File: src/rtl/obf_pkg.sv
// Shared definitions for the obfuscated-core unlock controller:
// default geometry and the controller state encoding.
package obf_pkg;

   localparam int unsigned DEF_KEY_LEN   = 5;
   localparam int unsigned DEF_RST_CYC   = 2;
   localparam int unsigned DEF_MAX_TRIES = 3;

   typedef enum logic [2:0] {
      ST_IDLE     = 3'd0,
      ST_RST_CORE = 3'd1,
      ST_SHIFT    = 3'd2,
      ST_PASS     = 3'd3,
      ST_LOCKOUT  = 3'd4
   } obf_state_e;

endpackage

File: src/rtl/obf_key_shifter.sv
// Loadable MSB-first key shift register with a bit counter; o_done flags
// the cycle on which the last key bit is presented.
module obf_key_shifter
   import obf_pkg::*;
#(
   parameter int unsigned KEY_LEN = DEF_KEY_LEN
) (
   input  logic               clk,
   input  logic               rst_n,
   input  logic               i_load,
   input  logic [KEY_LEN-1:0] i_key,
   input  logic               i_shift,
   input  logic               i_clear,
   output logic               o_bit,
   output logic               o_done
);

   localparam int unsigned CW = (KEY_LEN > 1) ? $clog2(KEY_LEN) : 1;
   localparam logic [CW-1:0] LAST_IDX = CW'(KEY_LEN - 1);

   logic [KEY_LEN-1:0] r_sreg;
   logic [CW-1:0]      r_idx;

   // Key register and shift index; clear wins over load so an aborted attempt leaves nothing behind.
   always_ff @(posedge clk) begin
      if (!rst_n) begin
         r_sreg <= '0;
         r_idx  <= '0;
      end else if (i_clear) begin
         r_sreg <= '0;
         r_idx  <= '0;
      end else if (i_load) begin
         r_sreg <= i_key;
         r_idx  <= '0;
      end else if (i_shift) begin
         r_sreg <= r_sreg << 1;
         r_idx  <= (r_idx == LAST_IDX) ? '0 : r_idx + CW'(1);
      end else begin
         r_sreg <= r_sreg;
         r_idx  <= r_idx;
      end
   end

   assign o_bit  = r_sreg[KEY_LEN-1];
   assign o_done = i_shift && (r_idx == LAST_IDX);

endmodule

File: src/rtl/obf_unlock_ctrl.sv
// Unlock controller for an obfuscated FSM core: resets the core, shifts the
// unlock key in, then connects the user path; rate-limited by an attempt counter.
module obf_unlock_ctrl
   import obf_pkg::*;
#(
   parameter int unsigned KEY_LEN   = DEF_KEY_LEN,
   parameter int unsigned RST_CYC   = DEF_RST_CYC,
   parameter int unsigned MAX_TRIES = DEF_MAX_TRIES
) (
   input  logic               clk,
   input  logic               rst_n,
   input  logic               start,
   input  logic [KEY_LEN-1:0] key_in,
   input  logic               relock,
   input  logic               user_x,
   input  logic               fsm_out,
   output logic               obf_rst_n,
   output logic               fsm_x,
   output logic               user_out,
   output logic               busy,
   output logic               unlocked,
   output logic               lockout
);

   localparam int unsigned TW = $clog2(MAX_TRIES + 1);
   localparam int unsigned RW = (RST_CYC > 1) ? $clog2(RST_CYC) : 1;
   localparam logic [TW-1:0] TRIES_MAX = TW'(MAX_TRIES);
   localparam logic [RW-1:0] RST_LAST  = RW'(RST_CYC - 1);

   obf_state_e  r_state;
   logic [TW-1:0] r_tries;
   logic [RW-1:0] r_rst_cnt;
   logic        r_obf_rst_n;
   logic        r_busy;
   logic        r_unlocked;
   logic        r_lockout;

   logic        w_accept;
   logic        w_shift;
   logic        w_clear;
   logic        w_key_bit;
   logic        w_done;

   // Shifter control decoded from the current state; relock pre-empts everything.
   always_comb begin
      w_accept = (r_state == ST_IDLE) && start && !relock && (r_tries < TRIES_MAX);
      w_shift  = (r_state == ST_SHIFT) && !relock;
      w_clear  = relock && ((r_state == ST_RST_CORE) || (r_state == ST_SHIFT) ||
                            (r_state == ST_PASS));
   end

   obf_key_shifter #(
      .KEY_LEN (KEY_LEN)
   ) u_shifter (
      .clk     (clk),
      .rst_n   (rst_n),
      .i_load  (w_accept),
      .i_key   (key_in),
      .i_shift (w_shift),
      .i_clear (w_clear),
      .o_bit   (w_key_bit),
      .o_done  (w_done)
   );

   // Controller FSM with its registered outputs and saturating attempt counter.
   always_ff @(posedge clk) begin
      if (!rst_n) begin
         r_state     <= ST_IDLE;
         r_tries     <= '0;
         r_rst_cnt   <= '0;
         r_obf_rst_n <= 1'b1;
         r_busy      <= 1'b0;
         r_unlocked  <= 1'b0;
         r_lockout   <= 1'b0;
      end else begin
         case (r_state)
            ST_IDLE: begin
               r_busy     <= 1'b0;
               r_unlocked <= 1'b0;
               r_lockout  <= 1'b0;
               if (relock) begin
                  r_obf_rst_n <= 1'b1;
               end else if (start) begin
                  if (r_tries < TRIES_MAX) begin
                     r_state     <= ST_RST_CORE;
                     r_tries     <= (r_tries == TRIES_MAX) ? r_tries : r_tries + TW'(1);
                     r_rst_cnt   <= '0;
                     r_obf_rst_n <= 1'b0;
                     r_busy      <= 1'b1;
                  end else begin
                     r_state     <= ST_LOCKOUT;
                     r_obf_rst_n <= 1'b0;
                     r_lockout   <= 1'b1;
                  end
               end else begin
                  r_obf_rst_n <= 1'b1;
               end
            end
            ST_RST_CORE: begin
               if (relock) begin
                  r_state     <= ST_IDLE;
                  r_obf_rst_n <= 1'b0;
                  r_busy      <= 1'b0;
                  r_rst_cnt   <= '0;
               end else if (r_rst_cnt == RST_LAST) begin
                  r_state     <= ST_SHIFT;
                  r_obf_rst_n <= 1'b1;
                  r_rst_cnt   <= '0;
               end else begin
                  r_rst_cnt   <= r_rst_cnt + RW'(1);
               end
            end
            ST_SHIFT: begin
               if (relock) begin
                  r_state     <= ST_IDLE;
                  r_obf_rst_n <= 1'b0;
                  r_busy      <= 1'b0;
               end else if (w_done) begin
                  r_state     <= ST_PASS;
                  r_busy      <= 1'b0;
                  r_unlocked  <= 1'b1;
               end else begin
                  r_state     <= ST_SHIFT;
               end
            end
            ST_PASS: begin
               if (relock) begin
                  r_state     <= ST_IDLE;
                  r_obf_rst_n <= 1'b0;
                  r_unlocked  <= 1'b0;
               end else begin
                  r_state     <= ST_PASS;
               end
            end
            ST_LOCKOUT: begin
               r_state     <= ST_LOCKOUT;
               r_obf_rst_n <= 1'b0;
               r_busy      <= 1'b0;
               r_unlocked  <= 1'b0;
               r_lockout   <= 1'b1;
            end
            default: begin
               r_state     <= ST_IDLE;
               r_obf_rst_n <= 1'b1;
               r_busy      <= 1'b0;
               r_unlocked  <= 1'b0;
               r_lockout   <= 1'b0;
            end
         endcase
      end
   end

   // Only the core-facing serial input and the user return path are combinational.
   always_comb begin
      fsm_x    = 1'b0;
      user_out = 1'b0;
      case (r_state)
         ST_SHIFT: begin
            fsm_x    = w_key_bit;
            user_out = 1'b0;
         end
         ST_PASS: begin
            fsm_x    = user_x;
            user_out = fsm_out;
         end
         default: begin
            fsm_x    = 1'b0;
            user_out = 1'b0;
         end
      endcase
   end

   assign obf_rst_n = r_obf_rst_n;
   assign busy      = r_busy;
   assign unlocked  = r_unlocked;
   assign lockout   = r_lockout;

endmodule

File: config.mk
export PLATFORM = sky130hd
export DESIGN_NAME = obf_unlock_ctrl
export DESIGN_NICKNAME = d
export VERILOG_FILES = /design/src/rtl/obf_pkg.sv /design/src/rtl/obf_key_shifter.sv /design/src/rtl/obf_unlock_ctrl.sv
export SDC_FILE = /design/constraint.sdc
export NUM_CORES = 1
export LEC_CHECK = 0
export ABC_CLOCK_PERIOD_IN_PS = 2200
export BUFFER_PORTS_ARGS = -buffer_cell sky130_fd_sc_hd__buf_2
export CAP_MARGIN = 10
export CORE_UTILIZATION = 45
export CTS_BUF_LIST = sky130_fd_sc_hd__clkbuf_16
export CTS_CLUSTER_SIZE = 20
export DETAILED_ROUTE_END_ITERATION = 12
export PLACE_DENSITY = 0.67
export SKIP_CTS_REPAIR_TIMING = 1
export SLEW_MARGIN = 20
export SYNTH_ARGS = -nofsm -noshare
export SYNTH_HDL_FRONTEND = slang
export SYNTH_SLANG_ARGS = --single-unit
File: constraint.sdc
create_clock -name clk -period 2.2 [get_ports clk]
set_input_delay 0.44 -clock clk [delete_from_list [all_inputs] [get_ports clk]]
set_output_delay 0.44 -clock clk [all_outputs]
set_load 0.03 [all_outputs]
==> impl_metrics.ini <==
[clocking]
path_clk_slew_ps = 50
cts_num_sinks = 18
cts_root_buffer = clkbuf_16
cts_buffer_depth = 2
clk_latency_ps = 250
cts_tree = done
htree_levels = 1
cts_buffers = 3

[placed_design]
port_buffers = 16
hpwl_um = 1390
dpl.cell_count = 156
gp_congestion = 0.801

[timing]
setup_viol_count_final = 0
fin_crit_ps = 1730
min_period_over_period_pct = 78.7
hold_viol = 0
tns_ps = 0
maxSlewHeadroom_pct = 72.2
worst_slew_pin_slew_ps = 417
skew_ps = 0.984
drv_slew = 0
rsz0062_at_grt = false
max_freq_ghz = 0.577

[layout]
fill_cells = 209
layout_commonest_cell = dfxtp_1
diodes = 0
drive_above_1_share_pct = 17.3
final_cell_mix = 18 x dfxtp_1, 16 x buf_2, 14 x nor2_1
area_growth_pct = 17.4
nets = 148
post-route-util_pct = 56.5
layout.cells.non_filler = 160

[floorplan]
start_util_pct = 48.2
rows = 16
die_area_um2 = 2290
die_w_um = 47.8
ios = 17
core_area_um2 = 1960
fp.dieH_um = 47.8

[logic_synthesis]
synth_top_area_cell = dfxtp_1
syn-mean-instance-area_um2 = 7.94
ys_seq_area_share_pct = 38.1
ys_top_cells_by_area = dfxtp_1 38%, nor2_1 5.6%, a21oi_1 5.3%
synthesis.area_um2 = 945
synth_nets = 133
synth_top_area_share_pct = 38.1
ys.flop_type = dfxtp_1
synth-seq-cells = 18
postSynthCellCount = 119
async_flop_share_pct = 0
synth-edff-count = 0
synth.distinct_cells = 38
synth_warnings = 0

[flow_run]
maxCapViolations = 0

[grt]
grt_pass1_vias = 688
grt_pass1_wl_um = 2960
grt_max_degree = 15
antenna_found_initial = 0
grtUsageTotal_pct = 18.7
grt_overflow = 0

[route]
vias_per_cell = 5.45
drc = 0
ant_nets = 0
wl_per_cell_um = 12.3
drt_wl_total_um = 1960
initialDrtViolationCount = 17
first_pass_iters = 4
num_vias = 872

[worst_setup_path]
worstPathArrival_ps = 1290
worstSetupPathType = reg2out
critPathLaunchType = flop
worstPathRequired_ps = 1760
crit_path_end_kind = primary output
cp_max_fo = 13

[run_status]
outcome = finished clean

[power_and_ir_drop]
power.density_nw_per_um2 = 742
irDropWorstVdd_mv = 0.400
leakagePower_nw = 0.438

[worst_hold_path]
min_path_type = in2reg
## routing by layer
metal	routed length (µm)	share of wire, %	up-vias	GRT usage (%)
li1	-	-	447	-
met3	74	3.8	5	3.40
met2	898	46	20	28.4
met5	0	0	-	0
met1	940	48	400	25.0
met4	51	2.6	0	10.0
## state kept, by name (all words and copies together), names as in the netlist
name	count
busy	1
lockout	1
obf_rst_n	1
r_rst_cnt	1
r_state	3
r_tries	2
u_shifter.r_idx	3
u_shifter.r_sreg	5
unlocked	1
## layout make-up
cell class,instances,area (µm²),area share [%]
multi-input cells,89,529,47.7
flip-flops and latches,18,360,32.5
repair buffers,17,87.6,7.90
clock buffers,3,75.1,6.77
well taps,27,33.8,3.05
inverters,5,18.8,1.69
clock inverters,1,3.75,0.339
## worst max-delay path, cell delays in order, from the launching register on
cell,delay [ps]
dfxtp_1,560
nand2b_1,160
nor2_1,120
buf_2,200
## worst paths after layout
check	from	endpoint	slack, ps	depth (start not counted)
worst min-delay path	key_in[0]	u_shifter.r_sreg[0]	420	3
worst max register to register	r_state[0]	u_shifter.r_sreg[2]	540	4
worst max-delay path	r_state[1]	fsm_x	470	3
worst min register to register	u_shifter.r_sreg[3]	u_shifter.r_sreg[4]	460	2
## power breakdown
part           total [mW]  switching (mW)  leakage, nW  internal, mW
sequential          0.354          0.0134        0.146         0.340
clock               0.371           0.129       0.0385         0.242
combinational      0.0975          0.0551        0.253        0.0424
## cell usage after synthesis (all sizes together) (2+ instances only)
library cell and count:
nand2b 5, nand2 12, o21a 2, a31oi 2
dfxtp 18, and3 2, clkbuf 4, a22oi 3
buf 3, ha 3, o21ai 7, a211oi 2
a21oi 10, nor2b 2, a21boi 2, nand3 6
nor2 15, inv 5, nor4 2
## cell families (layout without fill, tap and decap cells)
| family | after synthesis | after routing | share of synthesized area [%] |
|---|---|---|---|
| and+or+nand+nor | 50 | 50 | 27.4 |
| AOI/OAI and AO/OA | 34 | 34 | 22.6 |
| DFF | 18 | 18 | 38.1 |
| buffers and inverters | 12 | 26 | 5.83 |
| adders and majority gates | 3 | 3 | 3.97 |
| xor gates and xnor gates | 1 | 1 | 0.927 |
| muxes | 1 | 1 | 1.06 |
## metrics by stage
stage	worst slack (ps)	area, µm²	total power [mW]	hold WS [ps]
after detailed placement	560	1030	0.458	454
final	468	1110	0.822	423
after floorplan	588	945	0.434	437
after global placement	599	1030	0.456	444
after global routing	369	1110	0.853	462
after CTS	475	1110	0.829	424
Note: power is estimated with default switching activity, not from simulation.
